--- config.mk ---
export PLATFORM = sky130hd
export DESIGN_NAME = registrador_if_id
export DESIGN_NICKNAME = d
export VERILOG_FILES = /design/src/rtl/registrador_if_id.sv
export SDC_FILE = /design/constraint.sdc
export NUM_CORES = 1
export LEC_CHECK = 0
export ABC_AREA = 1
export CORE_MARGIN = 3
export CORE_UTILIZATION = 44
export DETAILED_ROUTE_END_ITERATION = 12
export PLACE_DENSITY = 0.83
export SYNTH_ARGS = -nofsm -noshare
export SYNTH_HDL_FRONTEND = slang
export SYNTH_SLANG_ARGS = --single-unit
--- constraint.sdc ---
create_clock -name clk -period 4.3 [get_ports clk]
set_input_delay 0.645 -clock clk [delete_from_list [all_inputs] [get_ports clk]]
set_output_delay 0.645 -clock clk [all_outputs]
set_load 0.005 [all_outputs]
--- src/rtl/registrador_if_id.sv ---
// registrador_if_id
// Pipeline register between instruction fetch and decode.
// A two-entry skid buffer (principal + reserva) accepts fetched words through
// a valid/ready handshake, so fetch never loses a word while decode stalls.
// The head word is presented whole and split into MIPS-style fields.
//
// Ports:
//   clk, reset          : rising-edge clock, asynchronous active-high reset
//   entrada_valida/_pronta, instrucao_entrada, pc_entrada : fetch side handshake
//   flush               : synchronous discard of buffered and incoming words
//   saida_valida/_pronta, instrucao_saida, pc_mais4_saida : decode side handshake
//   opcode, rs, rt, rd, shamt, funct, imediato, alvo_salto : slices of instrucao_saida
//   ciclos_parado       : saturating count of decode stall cycles
module registrador_if_id #(
  parameter int unsigned LARGURA_DADOS    = 32'd32,
  parameter int unsigned INCREMENTO_PC    = 32'd4,
  parameter int unsigned LARGURA_CONTADOR = 32'd16
) (
  input  logic                        clk,
  input  logic                        reset,
  input  logic                        entrada_valida,
  output logic                        entrada_pronta,
  input  logic [LARGURA_DADOS-1:0]    instrucao_entrada,
  input  logic [LARGURA_DADOS-1:0]    pc_entrada,
  input  logic                        flush,
  output logic                        saida_valida,
  input  logic                        saida_pronta,
  output logic [LARGURA_DADOS-1:0]    instrucao_saida,
  output logic [LARGURA_DADOS-1:0]    pc_mais4_saida,
  output logic [5:0]                  opcode,
  output logic [4:0]                  rs,
  output logic [4:0]                  rt,
  output logic [4:0]                  rd,
  output logic [4:0]                  shamt,
  output logic [5:0]                  funct,
  output logic [15:0]                 imediato,
  output logic [25:0]                 alvo_salto,
  output logic [LARGURA_CONTADOR-1:0] ciclos_parado
);

  typedef enum logic [1:0] {
    VAZIO = 2'd0,
    UM    = 2'd1,
    DOIS  = 2'd2
  } estado_t;

  localparam logic [LARGURA_DADOS-1:0]    ZERO_DADOS  = {LARGURA_DADOS{1'b0}};
  localparam logic [LARGURA_CONTADOR-1:0] CONT_MAXIMO = {LARGURA_CONTADOR{1'b1}};
  localparam logic [LARGURA_CONTADOR-1:0] CONT_UM     = {{(LARGURA_CONTADOR-1){1'b0}}, 1'b1};

  estado_t                     estado_r, estado_s;
  logic [LARGURA_DADOS-1:0]    principal_instr_r, principal_instr_s;
  logic [LARGURA_DADOS-1:0]    principal_pc4_r, principal_pc4_s;
  logic [LARGURA_DADOS-1:0]    reserva_instr_r, reserva_instr_s;
  logic [LARGURA_DADOS-1:0]    reserva_pc4_r, reserva_pc4_s;
  logic                        saida_valida_r;
  logic                        entrada_pronta_r;
  logic [LARGURA_CONTADOR-1:0] ciclos_parado_r;
  logic                        push_s;
  logic                        pop_s;
  logic [LARGURA_DADOS-1:0]    pc4_entrada_s;

  assign push_s        = entrada_valida & entrada_pronta_r;
  assign pop_s         = saida_valida_r & saida_pronta;
  // Wraps naturally modulo 2^LARGURA_DADOS.
  assign pc4_entrada_s = pc_entrada + LARGURA_DADOS'(INCREMENTO_PC);

  // Next-state and next-contents of the skid buffer; flush overrides everything.
  always_comb begin
    estado_s          = estado_r;
    principal_instr_s = principal_instr_r;
    principal_pc4_s   = principal_pc4_r;
    reserva_instr_s   = reserva_instr_r;
    reserva_pc4_s     = reserva_pc4_r;
    if (flush) begin
      // The principal entry is zeroed so the outputs read as a NOP while empty.
      estado_s          = VAZIO;
      principal_instr_s = ZERO_DADOS;
      principal_pc4_s   = ZERO_DADOS;
    end else begin
      case (estado_r)
        VAZIO: begin
          if (push_s) begin
            estado_s          = UM;
            principal_instr_s = instrucao_entrada;
            principal_pc4_s   = pc4_entrada_s;
          end else begin
            estado_s = VAZIO;
          end
        end
        UM: begin
          if (push_s && !pop_s) begin
            estado_s        = DOIS;
            reserva_instr_s = instrucao_entrada;
            reserva_pc4_s   = pc4_entrada_s;
          end else if (push_s && pop_s) begin
            estado_s          = UM;
            principal_instr_s = instrucao_entrada;
            principal_pc4_s   = pc4_entrada_s;
          end else if (pop_s) begin
            estado_s          = VAZIO;
            principal_instr_s = ZERO_DADOS;
            principal_pc4_s   = ZERO_DADOS;
          end else begin
            estado_s = UM;
          end
        end
        DOIS: begin
          // entrada_pronta is low here, so no push can arrive.
          if (pop_s) begin
            estado_s          = UM;
            principal_instr_s = reserva_instr_r;
            principal_pc4_s   = reserva_pc4_r;
          end else begin
            estado_s = DOIS;
          end
        end
        default: begin
          estado_s          = VAZIO;
          principal_instr_s = ZERO_DADOS;
          principal_pc4_s   = ZERO_DADOS;
        end
      endcase
    end
  end

  // Buffer state, contents and handshake flags; the flags are registered
  // from the next state so entrada_pronta has no path from saida_pronta.
  always_ff @(posedge clk or posedge reset) begin
    if (reset) begin
      estado_r          <= VAZIO;
      principal_instr_r <= ZERO_DADOS;
      principal_pc4_r   <= ZERO_DADOS;
      reserva_instr_r   <= ZERO_DADOS;
      reserva_pc4_r     <= ZERO_DADOS;
      saida_valida_r    <= 1'b0;
      entrada_pronta_r  <= 1'b1;
    end else begin
      estado_r          <= estado_s;
      principal_instr_r <= principal_instr_s;
      principal_pc4_r   <= principal_pc4_s;
      reserva_instr_r   <= reserva_instr_s;
      reserva_pc4_r     <= reserva_pc4_s;
      saida_valida_r    <= (estado_s != VAZIO);
      entrada_pronta_r  <= (estado_s != DOIS);
    end
  end

  // Saturating stall counter, cleared only by reset.
  always_ff @(posedge clk or posedge reset) begin
    if (reset) begin
      ciclos_parado_r <= {LARGURA_CONTADOR{1'b0}};
    end else if (saida_valida_r && !saida_pronta && !flush &&
                 (ciclos_parado_r != CONT_MAXIMO)) begin
      ciclos_parado_r <= ciclos_parado_r + CONT_UM;
    end else begin
      ciclos_parado_r <= ciclos_parado_r;
    end
  end

  assign entrada_pronta  = entrada_pronta_r;
  assign saida_valida    = saida_valida_r;
  assign instrucao_saida = principal_instr_r;
  assign pc_mais4_saida  = principal_pc4_r;
  assign ciclos_parado   = ciclos_parado_r;

  assign opcode     = principal_instr_r[31:26];
  assign rs         = principal_instr_r[25:21];
  assign rt         = principal_instr_r[20:16];
  assign rd         = principal_instr_r[15:11];
  assign shamt      = principal_instr_r[10:6];
  assign funct      = principal_instr_r[5:0];
  assign imediato   = principal_instr_r[15:0];
  assign alvo_salto = principal_instr_r[25:0];

endmodule

==> results.sh <==
export IMPL_dieArea_mm2=0.0199
export IMPL_finalClockSkew_ns=0.00943
export IMPL_cpMaxStageDelayCell="buf_4"
export IMPL_crit_fanout=103
export IMPL_numCtsBuffers=17
export IMPL_cts_tree="built"
export IMPL_min_delay_start="pc_mais4_saida[29]"
export IMPL_wl_per_cell_um=13.9
export IMPL_ys_seq_area_share_pct=46.1
export IMPL_setup_tns_final_ns=0
export IMPL_finalCritPeriodShare_pct=69.5
export IMPL_power_mw=4.97
export IMPL_relSlewSlack_pct=31.1
export IMPL_final_setup_worst_slack_ns=1.31
export IMPL_r2r_end="reserva_pc4_r[0]"
export IMPL_max_freq_ghz=0.334
export IMPL_end_kind="flop"
export IMPL_place_congestion=0.891
export IMPL_syn2layout_area_growth_pct=30.4
export IMPL_status="completed"
export IMPL_worstSetupPathType="in2reg"
export IMPL_netlist_area_leader_share_pct=45.8
export IMPL_cp_cell_sequence="clkdlybuf4s50_1 -> nand2_1 -> inv_1 -> ha_1 -> nand2_1 -> nor2_4 -> buf_4 -> inv_1 -> o21ai_0"
export IMPL_max_cap_viol_count=0
export IMPL_cts_buffer_depth=2
export IMPL_hold_viol=0
export IMPL_synth_top_cells_by_area="dfrtp_1 46%, nand2_1 23%, buf_4 7.8%"
export IMPL_hold_end="pc_mais4_saida[29]"
export IMPL_synth_top_cell_by_area="dfrtp_1"
export IMPL_grt_max_degree=149
export IMPL_rsz0062_at_grt="no"
export IMPL_worst_r2r_setup_slack_ns=1.48
export IMPL_ctsHoldBuffers=0
export IMPL_die_h_um=141
export IMPL_cp_required_ns=4.63
export IMPL_critPathLaunchType="input port"
export IMPL_avgSynthCellArea_um2=7.55
export IMPL_core_area_mm2=0.0176
export IMPL_multi_input_area_mm2=0.00326
export IMPL_synth_compound_area_share_pct=7.46
export IMPL_h_tree_depth=4
export IMPL_grt_usage_pct=20.3
export IMPL_cp_arrival_ns=3.32
export IMPL_synth_seq_cells=148
export IMPL_io_buffers=224
export IMPL_first_pass_iters=7
export IMPL_p_leak_nw=5.03
export IMPL_r2r_start="entrada_pronta"
export IMPL_post_cts_setup_buffer_count=0
export IMPL_place_ws_ns=0.874
export IMPL_totalWireLength_um=19900
export IMPL_hold_path_depth=2
export IMPL_avgViaCountPerCell=4.87
export IMPL_drc=0
export IMPL_synth_cell_area_mm2=0.00804
export IMPL_grt_pass1_wl_um=32800
export IMPL_dp_hpwl_um=13800
export IMPL_clk_pin_slew_worst_paths_ns=0.06
export IMPL_powerDensity_mw_per_mm2=474
export IMPL_synth_top_family_by_area="simple AND/OR/NAND/NOR gates"
export IMPL_nNetsFinal=1274
export IMPL_hold_class="reg2reg"
export IMPL_cts_sinks=148
export IMPL_ir_drop_uv=298
export IMPL_io_pins=225
export IMPL_ys_warn_count=0
export IMPL_final_seq_area_mm2=0.00370
export IMPL_initial_core_util_pct=45.7
export IMPL_synthXorXnorAreaFrac_pct=3.05
export IMPL_floorplan_rows=48
export IMPL_num_vias=7004
export IMPL_syn_num_nets=1138
export IMPL_worst_pin_slew_ns=1.03
export IMPL_ys_types=33
export IMPL_fin_crit_ns=2.99
export IMPL_r2r_cells=8
export IMPL_synth_fa_ha_area_share_pct=0.623
export IMPL_diodes=0
export IMPL_ant_nets=0
export IMPL_initialDrtViolationCount=698
export IMPL_synthMuxAreaShare_pct=0
export IMPL_antenna_found_initial=0
export IMPL_drive_gt1_share_pct=4.70
export IMPL_grt_pass1_vias=6587
export IMPL_insertion_delay_ns=0.42
export IMPL_slowest_delay_ns=0.74
export IMPL_setup_viol=0
export IMPL_die_w_um=141
export IMPL_grt_overflow=0
export IMPL_cts_repair_resize_count=0
export IMPL_synth_simple_area_share_pct=29.4
export IMPL_slew_viol_final=0
export IMPL_num_fill_cells=1547
export IMPL_cts_root_buf="clkbuf_16"
export IMPL_synthCells=1065
==> cell usage in the layout, fill, tap and decap left out, types with 9 or more instances in the layout <==
cell type,netlist,routed
clkdlybuf4s50_1,0,224
nand3_1,11,11
clkbuf_16,0,17
nor2_1,56,56
o21ai_0,89,89
nand3b_1,9,9
inv_1,70,69
xor2_1,24,24
nand2_1,486,486
a31oi_1,13,13
dfrtp_1,147,147
==> metal layers <==
metal	vias to the layer above	part of all wire (%)	track usage [%]
li1	3493	-	-
met4	0	2.1	6.83
met5	-	0	0
met1	3205	43	26.3
met3	31	6.3	3.97
met2	275	49	34.1
==> metrics by stage <==
| step | area (um^2) | util [%] | hold slack [ns] | cells |
|---|---|---|---|---|
| 6_report | 10500 | 59.6 | 0.476 | 1438 |
| 3_5_place_dp | 9820 | 55.8 | 0.464 | 1407 |
| 5_1_grt | 10500 | 59.6 | 0.495 | 1438 |
| 2_1_floorplan | 8040 | - | 0.449 | 1065 |
| 4_1_cts | 10500 | 59.6 | 0.480 | 1438 |
| 3_3_place_gp | 9820 | 55.8 | 0.464 | 1407 |
==> worst max-delay path, delay by kind of cell <==
kind	cells	cell delay [ns]
buf+inv	4	1.91
fa+ha+maj	1	0.15
simple gates	3	0.27
compound gates	1	0.32
==> report_power, final <==
| part | switching [mW] | internal, mW |
|---|---|---|
| Sequential | 0.224 | 1.79 |
| Clock | 0.561 | 1.09 |
| Combinational | 0.622 | 0.688 |
| Total | 1.41 | 3.56 |
==> worst max-delay path by stage <==
stage	depth (start not counted)	endpoint	startpoint	slack (ns)
global placement	10	reserva_pc4_r[0]	entrada_valida	1.00
CTS	9	reserva_pc4_r[0]	entrada_valida	1.31
floorplan	1	ciclos_parado[0]	reset	1.79
global route	9	reserva_pc4_r[0]	entrada_valida	0.97
finish	9	reserva_pc4_r[0]	entrada_valida	1.31
detailed placement	9	reserva_pc4_r[0]	entrada_valida	0.87
==> logic make-up (layout without fill, tap and decap cells) <==
| family | after synthesis | after routing |
|---|---|---|
| XOR/XNOR | 28 | 28 |
| adder cells (fa/ha/maj) | 4 | 4 |
| AO/OA/AOI/OAI | 110 | 110 |
| AND/OR/NAND/NOR | 589 | 589 |
| flip-flops | 148 | 148 |
| buffers and inverters | 186 | 334 |
==> layout make-up <==
| cell class | count | area share (%) |
|---|---|---|
| multi-input combinational | 731 | 31.1 |
| tap | 225 | 2.69 |
| timing repair buffer | 230 | 21.9 |
| inverter | 73 | 2.65 |
| clock inverter | 9 | 1.66 |
| clock buffer | 22 | 4.62 |
| sequential | 148 | 35.3 |
==> synth_stat cells, drive strengths merged <==
library cell	n
nor4	1
a22oi	1
ha	4
nor3b	2
o221ai	1
inv	73
clkbuf	16
a31oi	13
nand3	11
xnor2	4
nand4	3
dfstp	1
xor2	24
and2	3
a21oi	1
nor2	66
nor3	6
o21ai	94
dfrtp	147
buf	97
nand2	488
nand3b	9
==> state kept, by name, indices dropped and copies added (netlist names) <==
register / count
ciclos_parado: 16
estado_r: 2
instrucao_saida: 32
reserva_pc4_r: 32
pc_mais4_saida: 32
saida_valida: 1
entrada_pronta: 1
reserva_instr_r: 32
Note: power is estimated with default switching activity, not from simulation.
